==> config.mk <==
export PLATFORM = sky130hd
export DESIGN_NAME = pwm_ramp_generator
export DESIGN_NICKNAME = d
export VERILOG_FILES = /design/src/rtl/pwm_pkg.sv /design/src/rtl/pwm_prescaler.sv /design/src/rtl/pwm_ramp_generator.sv
export SDC_FILE = /design/constraint.sdc
export NUM_CORES = 1
export LEC_CHECK = 0
export CORE_UTILIZATION = 42
export DETAILED_ROUTE_END_ITERATION = 8
export PLACE_DENSITY = 0.69
export SYNTH_ARGS = -nofsm -noshare
export SYNTH_HDL_FRONTEND = slang
export SYNTH_SLANG_ARGS = --single-unit
==> constraint.sdc <==
create_clock -name CLOCK_50 -period 2.99 [get_ports CLOCK_50]
set_input_delay 0.7475 -clock CLOCK_50 [delete_from_list [all_inputs] [get_ports CLOCK_50]]
set_output_delay 0.7475 -clock CLOCK_50 [all_outputs]
set_load 0.05 [all_outputs]
==> src/rtl/pwm_pkg.sv <==
// Shared types for the brake-lamp / motor PWM drive: duty word and ramp FSM states.
package pwm_pkg;

    localparam int PWM_WIDTH = 10;

    typedef logic [PWM_WIDTH-1:0] duty_t;

    localparam duty_t DUTY_FULL = '1;

    typedef enum logic [1:0] {
        IDLE = 2'd0,
        RAMP = 2'd1,
        HOLD = 2'd2
    } pwm_state_t;

endpackage

==> src/rtl/pwm_prescaler.sv <==
// Tick generator: one-clock tick every PRESCALE+1 clocks, held at zero while cleared.
module pwm_prescaler
    import pwm_pkg::*;
#(
    parameter int PRESCALE = 49
) (
    input  logic CLOCK_50,
    input  logic reset,
    input  logic clear,
    output logic tick
);

    localparam int CW = (PRESCALE > 0) ? $clog2(PRESCALE + 1) : 1;
    localparam logic [CW-1:0] LAST = CW'(PRESCALE);

    logic [CW-1:0] count_q;
    logic [CW-1:0] count_d;

    always_comb begin
        count_d = count_q + 1'b1;
        if (clear || (count_q == LAST)) begin
            count_d = '0;
        end
    end

    // With PRESCALE=0 the count sits at LAST permanently, so gating on clear keeps IDLE tick-free.
    assign tick = !clear && (count_q == LAST);

    always_ff @(posedge CLOCK_50 or posedge reset) begin
        if (reset) begin
            count_q <= '0;
        end else begin
            count_q <= count_d;
        end
    end

endmodule

==> src/rtl/pwm_ramp_generator.sv <==
// Glitch-free PWM drive with period-boundary duty updates and an optional per-period ramp limit.
module pwm_ramp_generator
    import pwm_pkg::*;
#(
    parameter int WIDTH     = PWM_WIDTH,
    parameter int PRESCALE  = 49,
    parameter int OFFSET    = 0,
    parameter int RAMP_STEP = 8
) (
    input  logic             CLOCK_50,
    input  logic             reset,
    input  logic             enable,
    input  logic [WIDTH-1:0] PWMinput,
    output logic             PWMout,
    output logic             periodStart,
    output logic [WIDTH-1:0] dutyActive,
    output logic             atTarget
);

    localparam logic [WIDTH-1:0] CNT_MAX  = '1;
    localparam logic [WIDTH-1:0] CNT_INIT = WIDTH'(OFFSET);
    localparam logic [WIDTH:0]   STEP_X   = (WIDTH + 1)'(RAMP_STEP);
    localparam logic [WIDTH-1:0] STEP_W   = WIDTH'(RAMP_STEP);

    // Moves cur toward tgt by at most RAMP_STEP; the add/subtract only happens when the
    // gap exceeds the step, so it can never wrap past zero or full scale.
    function automatic logic [WIDTH-1:0] ramp_toward(input logic [WIDTH-1:0] cur,
                                                     input logic [WIDTH-1:0] tgt);
        logic [WIDTH:0] diff;
        ramp_toward = tgt;
        diff        = '0;
        if (RAMP_STEP != 0) begin
            if (tgt > cur) begin
                diff = {1'b0, tgt} - {1'b0, cur};
                if (diff > STEP_X) begin
                    ramp_toward = cur + STEP_W;
                end
            end else begin
                diff = {1'b0, cur} - {1'b0, tgt};
                if (diff > STEP_X) begin
                    ramp_toward = cur - STEP_W;
                end
            end
        end
    endfunction

    pwm_state_t       state_q, state_d;
    logic [WIDTH-1:0] cnt_q, cnt_d;
    logic [WIDTH-1:0] duty_q, duty_d;
    logic [WIDTH-1:0] target_q, target_d;
    logic             pwm_q, pwm_d;
    logic             period_start_q, period_start_d;
    logic             at_target_q, at_target_d;

    logic             presc_clear;
    logic             tick;
    logic             boundary;
    logic [WIDTH-1:0] next_duty;

    assign presc_clear = (state_q == IDLE) || !enable;

    pwm_prescaler #(
        .PRESCALE (PRESCALE)
    ) u_prescaler (
        .CLOCK_50 (CLOCK_50),
        .reset    (reset),
        .clear    (presc_clear),
        .tick     (tick)
    );

    assign boundary  = tick && (cnt_q == CNT_MAX);
    assign next_duty = ramp_toward(duty_q, target_q);

    always_comb begin
        state_d        = state_q;
        cnt_d          = cnt_q;
        duty_d         = duty_q;
        pwm_d          = 1'b0;
        period_start_d = 1'b0;
        at_target_d    = (duty_q == target_q);
        target_d       = PWMinput;

        if (!enable) begin
            state_d = IDLE;
            cnt_d   = CNT_INIT;
            duty_d  = '0;
        end else begin
            unique case (state_q)
                IDLE: begin
                    state_d = RAMP;
                    cnt_d   = CNT_INIT;
                    duty_d  = '0;
                end
                RAMP, HOLD: begin
                    pwm_d = (duty_q == CNT_MAX) || (cnt_q < duty_q);
                    if (tick) begin
                        cnt_d = cnt_q + 1'b1;
                    end
                    // target_q is the pre-edge value here, so a same-cycle input change waits a period.
                    if (boundary) begin
                        duty_d         = next_duty;
                        period_start_d = 1'b1;
                        state_d        = (next_duty == target_q) ? HOLD : RAMP;
                    end
                end
                default: begin
                    state_d = IDLE;
                    cnt_d   = CNT_INIT;
                    duty_d  = '0;
                end
            endcase
        end
    end

    always_ff @(posedge CLOCK_50 or posedge reset) begin
        if (reset) begin
            state_q        <= IDLE;
            cnt_q          <= CNT_INIT;
            duty_q         <= '0;
            target_q       <= '0;
            pwm_q          <= 1'b0;
            period_start_q <= 1'b0;
            at_target_q    <= 1'b0;
        end else begin
            state_q        <= state_d;
            cnt_q          <= cnt_d;
            duty_q         <= duty_d;
            target_q       <= target_d;
            pwm_q          <= pwm_d;
            period_start_q <= period_start_d;
            at_target_q    <= at_target_d;
        end
    end

    assign PWMout      = pwm_q;
    assign periodStart = period_start_q;
    assign dutyActive  = duty_q;
    assign atTarget    = at_target_q;

endmodule
==> results.json <==
{
  "vias_per_cell": 5.537,
  "clock_latency_ps": 290,
  "period_needed_ps": 2949,
  "nets": 522,
  "synth_cell_types": 61,
  "drive_above_1_share": 0.2326,
  "grt_max_degree": 42,
  "drc": 0,
  "cts-root-buf": "clkbuf_8",
  "fill_cells": 714,
  "clk_path_buf_depth": 2,
  "critPathKind": "reg -> reg",
  "tritoncts": "built",
  "p_int_w": 0.0009750,
  "fin_skew_ps": 7.868,
  "register_area_sq_um": 1039,
  "grt_pass1_wl_mm": 14.73,
  "reg2reg_setup_slack_ps": 40,
  "rsz0062_at_grt": "yes",
  "grt-ovfl-total": 0,
  "netSwitchingPower_w": 0.0003865,
  "cp.arrival_ps": 3180,
  "io_buffer_count": 25,
  "synth_fp_nets": 441,
  "seq_area_frac_synth": 0.3000,
  "routed-via-count": 3184,
  "clk_pin_slew_ps": 80,
  "initialDrtViolationCount": 260,
  "diodes": 0,
  "switching_share": 0.2839,
  "worstHoldStart": "u_prescaler.count_q[0]",
  "pin_count": 26,
  "end_kind": "flip-flop",
  "peakVddDrop_uv": 310.8,
  "start_util": 0.4380,
  "synth-async-reset-ratio": 1.000,
  "total_power_w": 0.001362,
  "r2r_end": "state_q[1]",
  "cts_max_level": 2,
  "required_ps": 3220,
  "multiInputGateArea_sq_um": 2285,
  "path_max_fanout": 5,
  "r2r_cells": 13,
  "utilization": 0.5646,
  "tightest_slew_ps": 554.6,
  "yosys_warnings": 0,
  "die-area_sq_um": 8506,
  "routedWlPerCell_microns": 16.17,
  "status": "complete, no violations",
  "syn2layout_area_growth_pct": 28.91,
  "synth_area_sq_um": 3420,
  "grt_pass1_vias": 3072,
  "ys_seq_elements": 41,
  "ys.flop_type": "dfrtp_1",
  "clock_sinks": 41,
  "wl_mm": 9.296,
  "coreArea_sq_um": 7807,
  "leakagePower_nw": 1.864,
  "setup_violations": 0,
  "worstHoldPathCells": 1,
  "combPwrFrac": 0.217,
  "ctsHoldBuffers": 0,
  "crit_path_start_kind": "flip-flop",
  "globalplace.congestion": 0.9298,
  "rr_startpoint": "target_q[0]",
  "fmax_ghz": 0.3392,
  "numCtsBuffers": 5,
  "dieWidth_microns": 92.23,
  "slew_headroom": 0.6303,
  "synth_edf_count": 0,
  "antenna_found_initial": 0,
  "cap_violations": 0,
  "finalCritPeriodShare": 0.9861,
  "std_cell_rows": 32,
  "holdPathEnd": "u_prescaler.count_q[0]",
  "sequentialPowerShare": 0.434,
  "postRouteAntennaNets": 0,
  "finalHoldViolCount": 0,
  "dpl.hpwl_mm": 7.034,
  "syn_inst": 391,
  "dr.pass1.iters": 5,
  "grt.total_usage": 0.2195,
  "die-height_microns": 92.23,
  "p_per_area_nw_per_um2": 308.9,
  "hold_class": "reg -> reg",
  "clockPowerShare": 0.348,
  "syn_area_per_cell_sq_um": 8.746,
  "slew_viol_final": 0
}
[how the worst max path moves through the flow]
| stage | startpoint | slack (ps) | to | cells past startpoint |
|---|---|---|---|---|
| detailed placement | target_q[0] | -110 | state_q[1] | 13 |
| floorplan | dutyActive[0] | 30 | state_q[1] | 13 |
| CTS | target_q[0] | 10 | state_q[1] | 13 |
| global route | target_q[0] | -70 | state_q[1] | 13 |
| finish | target_q[0] | 40 | state_q[1] | 13 |
| global placement | target_q[0] | 50 | dutyActive[5] | 14 |
[critical path: stages, from the launching register on]
cell and delay (ps):
dfrtp_1 380, inv_1 60, ha_2 180, inv_2 40, fa_2 410, a211oi_2 270
o21bai_1 110, mux2i_1 150, o211ai_1 120, nor4_2 370, nand2b_4 240, o22ai_2 100
or3_1 330, a21oi_2 120
[layout make-up]
cell class,instances,area share
repair buffers,87,0.1632
well taps,102,0.02895
clock inverters,1,0.006812
flip-flops and latches,41,0.2356
clock buffers,7,0.01959
multi-input cells,305,0.5183
inverters,32,0.02753
[per-layer routing]
| metal | GRT usage | vias to the layer above | share of wire |
|---|---|---|---|
| li1 | - | 1551 | - |
| met3 | 0.03814 | 18 | 0.047 |
| met1 | 0.2876 | 1520 | 0.46 |
| met2 | 0.3713 | 95 | 0.48 |
| met5 | 0 | - | 0 |
| met4 | 0.05990 | 0 | 0.015 |
[flip-flops by register name (all words and copies together) (netlist names)]
name                 cells
target_q                10
cnt_q                   10
u_prescaler.count_q      6
periodStart              1
state_q                  2
PWMout                   1
dutyActive              10
atTarget                 1
[synthesized netlist by cell type, drive strengths merged (2+ instances only)]
| cell | count | area (sq um) |
|---|---|---|
| dfrtp | 41 | 1026 |
| a211oi | 9 | 72.57 |
| nor3b | 2 | 15.01 |
| a31oi | 4 | 25.02 |
| inv | 31 | 116.4 |
| mux2i | 3 | 30.03 |
| o21ai | 18 | 105.1 |
| o22ai | 5 | 37.53 |
| nand2b | 5 | 31.28 |
| buf | 7 | 42.54 |
| o211ai | 4 | 30.03 |
| a21o | 4 | 30.03 |
| ha | 36 | 450.4 |
| and3 | 4 | 25.02 |
| nor3 | 7 | 35.03 |
| xnor2 | 30 | 270.3 |
| a21oi | 27 | 142.6 |
| clkbuf | 6 | 23.77 |
| and4 | 2 | 17.52 |
| xor2 | 13 | 113.9 |
| nor2b | 5 | 31.28 |
| or4b | 2 | 20.02 |
| o221ai | 7 | 67.56 |
| or3 | 6 | 42.54 |
| nor4 | 4 | 25.02 |
| a21boi | 2 | 15.02 |
| nand2 | 22 | 82.58 |
| o21a | 4 | 30.03 |
| o21bai | 4 | 30.03 |
| and2 | 2 | 12.51 |
| nand4 | 11 | 68.82 |
| nand3 | 13 | 65.06 |
| nor2 | 35 | 131.4 |
[what timing repair did]
item                                    CTS  global route
hold endpoints to repair                  0             0
resized for setup                         2            18
pin swaps                                 0             9
buffers inserted                          0             2
endpoints found under the setup margin    3            11
[cells in the final DEF, fill, tap and decap left out, drive strengths merged, types with 3 or more instances in the layout]
cell	count
buf	62
dfrtp	41
ha	36
nor2	35
inv	31
xnor2	30
a21oi	27
clkdlybuf4s50	25
nand2	22
o21ai	18
xor2	13
nand3	13
nand4	11
a211oi	9
nor3	7
clkbuf	7
o221ai	7
or3	6
nor2b	5
nand2b	5
o22ai	5
o21a	4
o211ai	4
a21o	4
a31oi	4
and3	4
o21bai	4
nor4	4
mux2i	3
[cell families (layout without fill, tap and decap cells)]
logic type / Yosys count / after routing / synth area share
xor gates and xnor gates: 43 / 43 / 0.1123
DFF: 41 / 41 / 0.3000
AOI/OAI and AO/OA: 97 / 97 / 0.1991
muxes: 3 / 3 / 0.008782
buffers and inverters: 45 / 127 / 0.05452
adders and majority gates: 37 / 37 / 0.1376
and+or+nand+nor: 125 / 125 / 0.1877
[power by group through the flow]
stage / registers (W) / clock network (W) / logic [W]
5_1_grt: 0.000595 / 0.000497 / 0.000331
2_1_floorplan: 0.000601 / 0 / 0.000180
4_1_cts: 0.000591 / 0.000484 / 0.000286
3_5_place_dp: 0.000602 / 0 / 0.000282
3_3_place_gp: 0.000601 / 0 / 0.000277
6_report: 0.000591 / 0.000474 / 0.000296
[through the flow]
step                      hold slack (ps)  instance area [sq um]  setup slack (ps)  TNS [ps]  instances
after floorplan                     460.8                   3433             33.59         0        391
after global placement              483.0                   4195             53.25         0        565
after detailed placement            485.2                   4195            -109.8    -257.1        565
after CTS                           499.3                   4320             12.28         0        573
after global routing                525.6                   4408            -73.78    -346.8        575
final                               492.6                   4408             41.46         0        575
(Power assumes the default switching activity.)
